[config.mk]
export PLATFORM = sky130hd
export DESIGN_NAME = tpu_cmd_dispatcher_flat
export DESIGN_NICKNAME = d
export VERILOG_FILES = /design/src/rtl/tpu_cmd_dispatcher_if.sv /design/src/rtl/tpu_cmd_dispatcher.sv /design/src/flat_wrapper.sv
export SDC_FILE = /design/constraint.sdc
export NUM_CORES = 1
export LEC_CHECK = 0
export BUFFER_PORTS_ARGS = -buffer_cell sky130_fd_sc_hd__buf_4
export CAP_MARGIN = 20
export CORE_UTILIZATION = 55
export CTS_BUF_LIST = sky130_fd_sc_hd__clkbuf_8
export DETAILED_ROUTE_END_ITERATION = 8
export PLACE_DENSITY = 0.78
export SYNTH_ARGS = -nofsm -noshare
export SYNTH_HDL_FRONTEND = slang
export SYNTH_SLANG_ARGS = --single-unit
[constraint.sdc]
create_clock -name clk -period 2.91 [get_ports clk]
set_input_delay 0.582 -clock clk [delete_from_list [all_inputs] [get_ports clk]]
set_output_delay 0.582 -clock clk [all_outputs]
set_load 0.05 [all_outputs]
[src/rtl/tpu_cmd_dispatcher_if.sv]
// Command push / issue handshake bundle between upstream, dispatcher and compute top.
interface tpu_cmd_dispatcher_if #(
  parameter int unsigned CMD_WIDTH = 64
);
  logic                 push_valid;
  logic [CMD_WIDTH-1:0] push_data;
  logic                 push_ready;
  logic                 flush;
  logic                 cmd_valid;
  logic [CMD_WIDTH-1:0] cmd_data;
  logic                 cmd_ready;
  logic                 busy;
  logic                 done_irq;

  // Upstream producer plus compute-top side, as seen from outside the dispatcher
  modport master (
    output push_valid, push_data, flush, cmd_ready, busy, done_irq,
    input  push_ready, cmd_valid, cmd_data
  );

  // Dispatcher side
  modport slave (
    input  push_valid, push_data, flush, cmd_ready, busy, done_irq,
    output push_ready, cmd_valid, cmd_data
  );
endinterface

[src/rtl/tpu_cmd_dispatcher.sv]
// Command queue feeding a registered issue stage, with outstanding-command
// throttling, FENCE ordering (MSB of the command word) and a spurious-done flag.
module tpu_cmd_dispatcher #(
  parameter int unsigned FIFO_DEPTH      = 4,
  parameter int unsigned CMD_WIDTH       = 64,
  parameter int unsigned MAX_OUTSTANDING = 2
) (
  input  logic                                   clk,
  input  logic                                   rst_n,
  tpu_cmd_dispatcher_if.slave                    bus,
  output logic [$clog2(FIFO_DEPTH+1)-1:0]        fifo_count,
  output logic [$clog2(MAX_OUTSTANDING+1)-1:0]   outstanding,
  output logic                                   idle,
  output logic                                   err_spurious_done
);

  localparam int unsigned AW = $clog2(FIFO_DEPTH);
  localparam int unsigned CW = $clog2(FIFO_DEPTH + 1);
  localparam int unsigned OW = $clog2(MAX_OUTSTANDING + 1);

  logic [CMD_WIDTH-1:0] r_mem [FIFO_DEPTH];
  logic [AW-1:0]        r_wr_ptr;
  logic [AW-1:0]        r_rd_ptr;
  logic [CW-1:0]        r_count;
  logic                 r_cmd_valid;
  logic [CMD_WIDTH-1:0] r_cmd_data;
  logic [OW-1:0]        r_outstanding;
  logic                 r_err;

  logic                 w_push_ready;
  logic                 w_push;
  logic                 w_issue;
  logic                 w_stage_free;
  logic                 w_head_avail;
  logic [CMD_WIDTH-1:0] w_head_data;
  logic                 w_fence_ok;
  logic                 w_slot_ok;
  logic                 w_load;
  logic [OW-1:0]        w_out_next;
  logic                 w_err_set;

  // Handshake qualifiers; an empty queue bypasses push_data straight to the stage
  assign w_push_ready = (r_count < CW'(FIFO_DEPTH));
  assign w_push       = bus.push_valid && w_push_ready && !bus.flush;
  assign w_issue      = r_cmd_valid && bus.cmd_ready;
  assign w_stage_free = !r_cmd_valid || w_issue;
  assign w_head_avail = (r_count != '0) || w_push;
  assign w_head_data  = (r_count == '0) ? bus.push_data : r_mem[r_rd_ptr];

  // Outstanding count after this cycle's issue/done events
  always_comb begin
    w_out_next = r_outstanding;
    w_err_set  = 1'b0;
    if (w_issue && !bus.done_irq) begin
      w_out_next = r_outstanding + OW'(1);
    end else if (!w_issue && bus.done_irq) begin
      if (r_outstanding != '0) w_out_next = r_outstanding - OW'(1);
      else                     w_err_set  = 1'b1;
    end
  end

  // A loaded command will issue later, so it needs a slot that stays free
  assign w_slot_ok  = (w_out_next < OW'(MAX_OUTSTANDING));
  // FENCE waits for a fully drained compute top with nothing issuing this cycle
  assign w_fence_ok = (r_outstanding == '0) && !w_issue && !bus.busy;
  assign w_load     = !bus.flush && w_stage_free && w_head_avail && w_slot_ok &&
                      (!w_head_data[CMD_WIDTH-1] || w_fence_ok);

  // Queue storage, no reset needed since count/pointers qualify every read
  always_ff @(posedge clk) begin
    if (w_push) r_mem[r_wr_ptr] <= bus.push_data;
  end

  // Queue pointers and occupancy
  always_ff @(posedge clk or negedge rst_n) begin
    if (!rst_n) begin
      r_wr_ptr <= '0;
      r_rd_ptr <= '0;
      r_count  <= '0;
    end else if (bus.flush) begin
      r_wr_ptr <= '0;
      r_rd_ptr <= '0;
      r_count  <= '0;
    end else begin
      if (w_push) r_wr_ptr <= r_wr_ptr + AW'(1);
      if (w_load) r_rd_ptr <= r_rd_ptr + AW'(1);
      r_count <= r_count + CW'(w_push) - CW'(w_load);
    end
  end

  // Issue stage register: holds until accepted, reloads in the accept cycle
  always_ff @(posedge clk or negedge rst_n) begin
    if (!rst_n) begin
      r_cmd_valid <= 1'b0;
      r_cmd_data  <= '0;
    end else if (w_load) begin
      r_cmd_valid <= 1'b1;
      r_cmd_data  <= w_head_data;
    end else if (w_issue) begin
      r_cmd_valid <= 1'b0;
    end
  end

  // Outstanding tracker and sticky spurious-done error
  always_ff @(posedge clk or negedge rst_n) begin
    if (!rst_n) begin
      r_outstanding <= '0;
      r_err         <= 1'b0;
    end else begin
      r_outstanding <= w_out_next;
      if (w_err_set) r_err <= 1'b1;
    end
  end

  assign bus.push_ready     = w_push_ready;
  assign bus.cmd_valid      = r_cmd_valid;
  assign bus.cmd_data       = r_cmd_data;
  assign fifo_count         = r_count;
  assign outstanding        = r_outstanding;
  assign err_spurious_done  = r_err;
  assign idle               = (r_count == '0) && !r_cmd_valid &&
                              (r_outstanding == '0) && !bus.busy;

endmodule

[src/flat_wrapper.sv]
// flat-port wrapper written by rule: the top's interface ports become plain ports
module tpu_cmd_dispatcher_flat 
#(
  parameter int unsigned FIFO_DEPTH      = 4,
  parameter int unsigned CMD_WIDTH       = 64,
  parameter int unsigned MAX_OUTSTANDING = 2
)
  (clk, rst_n, fifo_count, outstanding, idle, err_spurious_done, bus_push_valid, bus_push_data, bus_flush, bus_cmd_ready, bus_busy, bus_done_irq, bus_push_ready, bus_cmd_valid, bus_cmd_data);
  tpu_cmd_dispatcher_if #(.CMD_WIDTH(CMD_WIDTH)) bus_i ();
  input  logic clk;
  input  logic rst_n;
  output logic [$clog2(FIFO_DEPTH+1)-1:0] fifo_count;
  output logic [$clog2(MAX_OUTSTANDING+1)-1:0] outstanding;
  output logic idle;
  output logic err_spurious_done;
  input wire logic [$bits(bus_i.push_valid)-1:0] bus_push_valid;
  input wire logic [$bits(bus_i.push_data)-1:0] bus_push_data;
  input wire logic [$bits(bus_i.flush)-1:0] bus_flush;
  input wire logic [$bits(bus_i.cmd_ready)-1:0] bus_cmd_ready;
  input wire logic [$bits(bus_i.busy)-1:0] bus_busy;
  input wire logic [$bits(bus_i.done_irq)-1:0] bus_done_irq;
  output wire logic [$bits(bus_i.push_ready)-1:0] bus_push_ready;
  output wire logic [$bits(bus_i.cmd_valid)-1:0] bus_cmd_valid;
  output wire logic [$bits(bus_i.cmd_data)-1:0] bus_cmd_data;
  assign bus_i.push_valid = bus_push_valid;
  assign bus_i.push_data = bus_push_data;
  assign bus_i.flush = bus_flush;
  assign bus_i.cmd_ready = bus_cmd_ready;
  assign bus_i.busy = bus_busy;
  assign bus_i.done_irq = bus_done_irq;
  assign bus_push_ready = bus_i.push_ready;
  assign bus_cmd_valid = bus_i.cmd_valid;
  assign bus_cmd_data = bus_i.cmd_data;
  tpu_cmd_dispatcher #(.FIFO_DEPTH(FIFO_DEPTH), .CMD_WIDTH(CMD_WIDTH), .MAX_OUTSTANDING(MAX_OUTSTANDING)) u_core (.clk(clk), .rst_n(rst_n), .bus(bus_i), .fifo_count(fifo_count), .outstanding(outstanding), .idle(idle), .err_spurious_done(err_spurious_done));
endmodule
* Word-level counts from Yosys, hierarchy flattened
Memory sizes are Yosys's and may differ from the RTL's. Cells that the tools add are included.
Operators by class: reduce and logical (&&, ||, !) cells 30, order comparisons 2, mux-type cells 16, add/subtract/negate cells 6
Operators by type and width (number):
- 2-to-1 mux 64 bit | 1
- logical AND 1 bit | 14
- 2-to-1 mux 2 bit | 7
- nonzero test 2 bit | 4
- 2-to-1 mux 1 bit | 7
- adder 2 x 1 -> 2 bit, second input constant | 3
- zero test 1 bit | 6
- adder 3 x 1 -> 3 bit | 1
- zero test 3 bit | 1
- logical OR 1 bit | 3
- < comparator 3 bit, second input constant | 1
- 2-to-1 mux 3 bit | 1
- nonzero test 3 bit | 1
- subtractor 3 x 1 -> 3 bit | 1
- zero test 2 bit | 1
- < comparator 2 bit, second input constant | 1
- subtractor 2 x 1 -> 2 bit, second input constant | 1
Word-level totals: register bits 75, output and inout bits 73, input port bits 71, bits in writable memories 256, memories kept 1
Memory list:
- u_core.r_mem | words 4, width 64, rd ports 1, clocked after memory_dff 0, wr ports 1, RTL line tpu_cmd_dispatcher.sv:21 | logic [CMD_WIDTH-1:0] r_mem [FIFO_DEPTH];

* Logic depth before layout (Yosys ltp)
depth in word-level cells 10, gate-level depth with buffers 17

* Worst setup path before layout
OpenSTA, ideal clock, no wires.
path type reg2reg, from reg u_core.r_cmd_valid, in the netlist u_core.bus.cmd_valid, to reg u_core.r_count[2], in the netlist u_core.fifo_count[2], setup time 0.120 ns, stages on the path, launching flop included 18, period minus slack after synthesis 3.283 ns, data required time 2.790 ns, path slack -0.373 ns, buffers on the path 2, arrival 3.164 ns, cell sequence dfrtp_1 > and2_1 > inv_1 > ha_1 > mux2i_1 > o21a_1 > nand3_1 > buf_4 > buf_6 > inv_1 > ha_1 > inv_1 > ha_1 > inv_1 > fa_1 > xnor2_1 > xnor2_1 > nor2_1
Between the ends: cells in the longest elaborated chain, start to end 10, elaborated cells between the ends (all ways) 18, classes of those cells 1 x add/sub; 1 x order compare; 3 x mux; 13 x reduce/logical
RTL lines:
- start: declaration | RTL line tpu_cmd_dispatcher.sv:25 | logic r_cmd_valid;
- start signal: assignment | RTL line tpu_cmd_dispatcher.sv:94 | r_cmd_valid <= 1'b0;
- start signal: assignment | RTL line tpu_cmd_dispatcher.sv:97 | r_cmd_valid <= 1'b1;
- start signal: assignment | RTL line tpu_cmd_dispatcher.sv:100 | r_cmd_valid <= 1'b0;
- logical AND 1 bit | RTL line tpu_cmd_dispatcher.sv:45 | assign w_issue = r_cmd_valid && bus.cmd_ready;
- zero test 1 bit | RTL line tpu_cmd_dispatcher.sv:56, tpu_cmd_dispatcher.sv:65
- logical AND 1 bit | RTL line tpu_cmd_dispatcher.sv:56 | end else if (!w_issue && bus.done_irq) begin
- 2-to-1 mux 2 bit | RTL line tpu_cmd_dispatcher.sv:56
- 2-to-1 mux 2 bit | RTL line tpu_cmd_dispatcher.sv:54 | if (w_issue && !bus.done_irq) begin
- < comparator 2 bit | RTL line tpu_cmd_dispatcher.sv:63 | assign w_slot_ok = (w_out_next < OW'(MAX_OUTSTANDING));
- logical AND 1 bit | RTL line tpu_cmd_dispatcher.sv:66 | assign w_load = !bus.flush && w_stage_free && w_head_avail && w_slot_ok &&
- logical AND 1 bit (*) | RTL line tpu_cmd_dispatcher.sv:66
- via u_core.w_load | RTL line tpu_cmd_dispatcher.sv:38 | logic w_load;
- subtractor 3 x 1 -> 3 bit (*) | RTL line tpu_cmd_dispatcher.sv:87 | r_count <= r_count + CW'(w_push) - CW'(w_load);
- 2-to-1 mux 3 bit (*) | RTL line tpu_cmd_dispatcher.sv:80 | end else if (bus.flush) begin
- end signal: assignment | RTL line tpu_cmd_dispatcher.sv:87
- end: declaration | RTL line tpu_cmd_dispatcher.sv:24 | logic [CW-1:0] r_count;
The timed path passes the listed nets; every way through them passes the cells marked *. A chain may end at the register's enable or synchronous reset.

* Worst setup path after layout
from reg u_core.r_count[2], in the netlist u_core.fifo_count[2], to out idle
Between the ends: cells in the longest elaborated chain, start to end 4
RTL lines:
- zero test 3 bit | RTL line tpu_cmd_dispatcher.sv:121 | assign idle = (r_count == '0) && !r_cmd_valid &&
- logical AND 1 bit (2 in a row) | RTL line tpu_cmd_dispatcher.sv:121
- logical AND 1 bit | RTL line tpu_cmd_dispatcher.sv:122 | (r_outstanding == '0) && !bus.busy;
- end: declaration | RTL line flat_wrapper.sv:14 | output logic idle;
No other way between the ends.

==> impl_metrics.csv <==
group,metric,value,unit
critical_path,timing.rr.start,"u_core.fifo_count[2]",
place,gp_congestion,0.710,
floorplan,core_area,23500,µm²
floorplan,std_cell_rows,56,
global_routing,grt_max_degree,67,
routing,wl_per_cell,19.9,µm
synthesis,synth-xor-area-share,0.00199,
synthesis,yosys.cell_types.count,36,
floorplan,die-area,24600,µm²
place,io_buffers,143,
outcome,status,"finished clean",
clock_network,root_buffer,"clkbuf_8",
timing,setup_ws,0.0930,ns
routing,dr.first_iter.drc_count,474,
clock_network,cts_max_path_buffers,3,
critical_path,critical_path.startpoint,"u_core.fifo_count[2]",
synthesis,synth_nets,837,
clock_network,cts_max_level,2,
timing,drv_slew,0,
power,cellLeakagePower,6.23,nW
timing,fin_setup_tns,0,ns
synthesis,yosysWarnings,0,
place,dp_hpwl,14.5,mm
global_routing,grt_first_pass_wirelength,40.3,mm
clock_network,clock-sinks,331,
routing,vias_per_cell,5.39,
synthesis,synthSimpleGateAreaFrac,0.0636,
clock_network,cts_tree,"done",
synthesis,synth_edf_count,256,
timing,finalCriticalPeriod,2.82,ns
critical_path,arrival,2.23,ns
synthesis,synth-async-reset-ratio,0.227,
synthesis,netlist.area_leader.share,0.582,
clock_network,clk_latency,0.55,ns
critical_path,r2r_slack,0.25,ns
layout,diodes,0,
floorplan,die_h,157,µm
place,placed_area,14800,µm²
routing,vias,6969,
timing,skew,0.0246,ns
routing,drt_pass1_iterations,5,
power,pwr_density_cell,1040,nW/µm²
critical_path,worstSetupEndpoint,"idle",
critical_path,reg2reg_depth,12,
power,irDropWorstVdd,0.760,mV
routing,drc,0,
floorplan,io_pins,144,
synthesis,synth_seq_cells,331,
timing,worst_pin_slew,0.980,ns
layout,layout-drive-gt1-share,0.392,
synthesis,yosys-top-cells-count,"edfxtp_1, nand2_1, dfrtp_1",
synthesis,avgSynthCellArea,17.5,µm²
timing,hold_ws,0.233,ns
synthesis,synth.area.top_cells,"edfxtp_1, dfrtp_1, mux4_2, nand2_1, mux2_2",
layout,area_growth,19.9,%
clock_network,clkTransAtPathRegs,0.07,ns
critical_path,criticalPathCategory,"flop to output port",
synthesis,synth_top_family_by_area,"multiplexers",
floorplan,start_util,0.562,
clock_network,numCtsBuffers,51,
timing,slew_headroom,0.346,
synthesis,synth_area_leader_cell,"edfxtp_1",
critical_path,worstSetupEndpointType,"output port",
synthesis,synthMuxAreaShare,0.173,
synthesis,synth_ff_type,"edfxtp_1",
synthesis,synth_compound_area_frac,0.00645,
routing,final_antenna_net_count,0,
hold_path,min_path_type,"primary input to flop",
timing,finalCritPeriodShare,0.968,
critical_path,required,2.33,ns
synthesis,synth_adder_area_share,0.0119,
layout,fin_nets,1016,
critical_path,crit_fanout,65,
global_routing,grt-ovfl-total,0,
floorplan,die_w,157,µm
timing,setup_viol,0,
critical_path,worstReg2RegEnd,"u_core.fifo_count[2]",
global_routing,antenna_found_initial,0,
timing,hold_viol,0,
critical_path,critPathLaunchType,"flop",
timing,fmax,0.355,GHz
timing,rsz0062_at_grt,"false",
layout,postLayoutCellArea,15800,µm²
synthesis,ys_seq_area_frac,0.725,
synthesis,synth.cell_area,13200,µm²
routing,wl,25.7,mm
synthesis,yosysMostFrequentCell,"edfxtp_1",
run,drv_cap,0,
synthesis,syn_inst,754,
global_routing,grt_use_total,0.218,
place,post-place-ws,0.0371,ns
global_routing,grt_pass1_vias,7452,
==> where the power goes <==
group / total, mW / internal, mW / leakage, nW / switching (mW)
logic: 6.48 / 2.54 / 2.40 / 3.94
registers: 6.20 / 5.82 / 3.22 / 0.376
clock network: 3.71 / 2.02 / 0.601 / 1.69
==> how the worst min path moves through the flow <==
stage               depth (start not counted)                  endpoint                      from
floorplan                                   0    u_core.bus.cmd_data[0]                     rst_n
detailed placement                          1  u_core.err_spurious_done  u_core.err_spurious_done
global route                                1       u_core.r_mem[2][37]         bus_push_data[37]
finish                                      2      u_core.fifo_count[1]                 bus_flush
CTS                                         1       u_core.r_mem[2][14]         bus_push_data[14]
global placement                            1  u_core.err_spurious_done  u_core.err_spurious_done
==> routing by layer <==
layer  wire [µm]  vias up  share of wire  track usage
li1            -     3179              -            -
met1       10500     3533           0.41        0.281
met2       13500      216           0.52        0.381
met3        1360       41          0.053       0.0344
met4         458        0          0.018       0.0710
met5           0        -              0            0
==> cell usage in the layout, fill, tap and decap left out, drive strengths merged, types with 2 or more instances in the layout <==
master	Yosys	routed
ha	11	11
bufinv	0	2
clkinv	0	7
buf	20	161
a21oi	2	2
nor2	6	6
mux2i	4	4
inv	17	41
and2	2	2
dfrtp	75	75
nor2b	2	2
edfxtp	256	256
and3	4	4
nand2	192	192
mux4	64	64
mux2	63	63
xnor2	3	3
o21ai	2	2
clkbuf	16	59
nor3	2	2
==> flip-flops by register name, indices dropped and copies added (netlist names) <==
signal                    flops
u_core.r_wr_ptr               2
u_core.r_mem                256
u_core.r_rd_ptr               2
u_core.fifo_count             3
u_core.err_spurious_done      1
u_core.bus.cmd_valid          1
u_core.bus.cmd_data          64
u_core.outstanding            2
==> critical path: stages (launching register included) <==
cell and delay, ns:
dfrtp_2 0.46, or3_2 0.53, buf_8 0.28, nor3_2 0.20, buf_4 0.22
==> kinds of logic after synthesis <==
| family | after synthesis |
|---|---|
| compound gates | 11 |
| xor+xnor | 3 |
| fa+ha+maj | 12 |
| buf+inv | 53 |
| flops | 331 |
| mux | 131 |
| simple gates | 213 |
==> repair_timing <==
action	4_1_cts	5_1_grt
hold buffers	1	0
setup buffers	0	0
resized for setup	1	2
hold endpoints to repair	10	0
setup endpoints to repair	1	1
==> through the flow <==
step | power (mW) | utilization | instances
2_1_floorplan | 11.0 | - | 754
3_3_place_gp | 12.7 | 0.631 | 1198
3_5_place_dp | 12.8 | 0.631 | 1198
4_1_cts | 16.6 | 0.674 | 1292
5_1_grt | 17.2 | 0.674 | 1292
6_report | 16.4 | 0.674 | 1292
==> cell type report <==
type,count,area [µm²]
clock inverter,34,189
timing repair buffer,162,1310
clock buffer,59,812
tap,319,399
inverter,17,66.3
fill,1567,7640
sequential,331,9570
multi-input combinational,370,3480
Power figures use the tool's default switching activity.
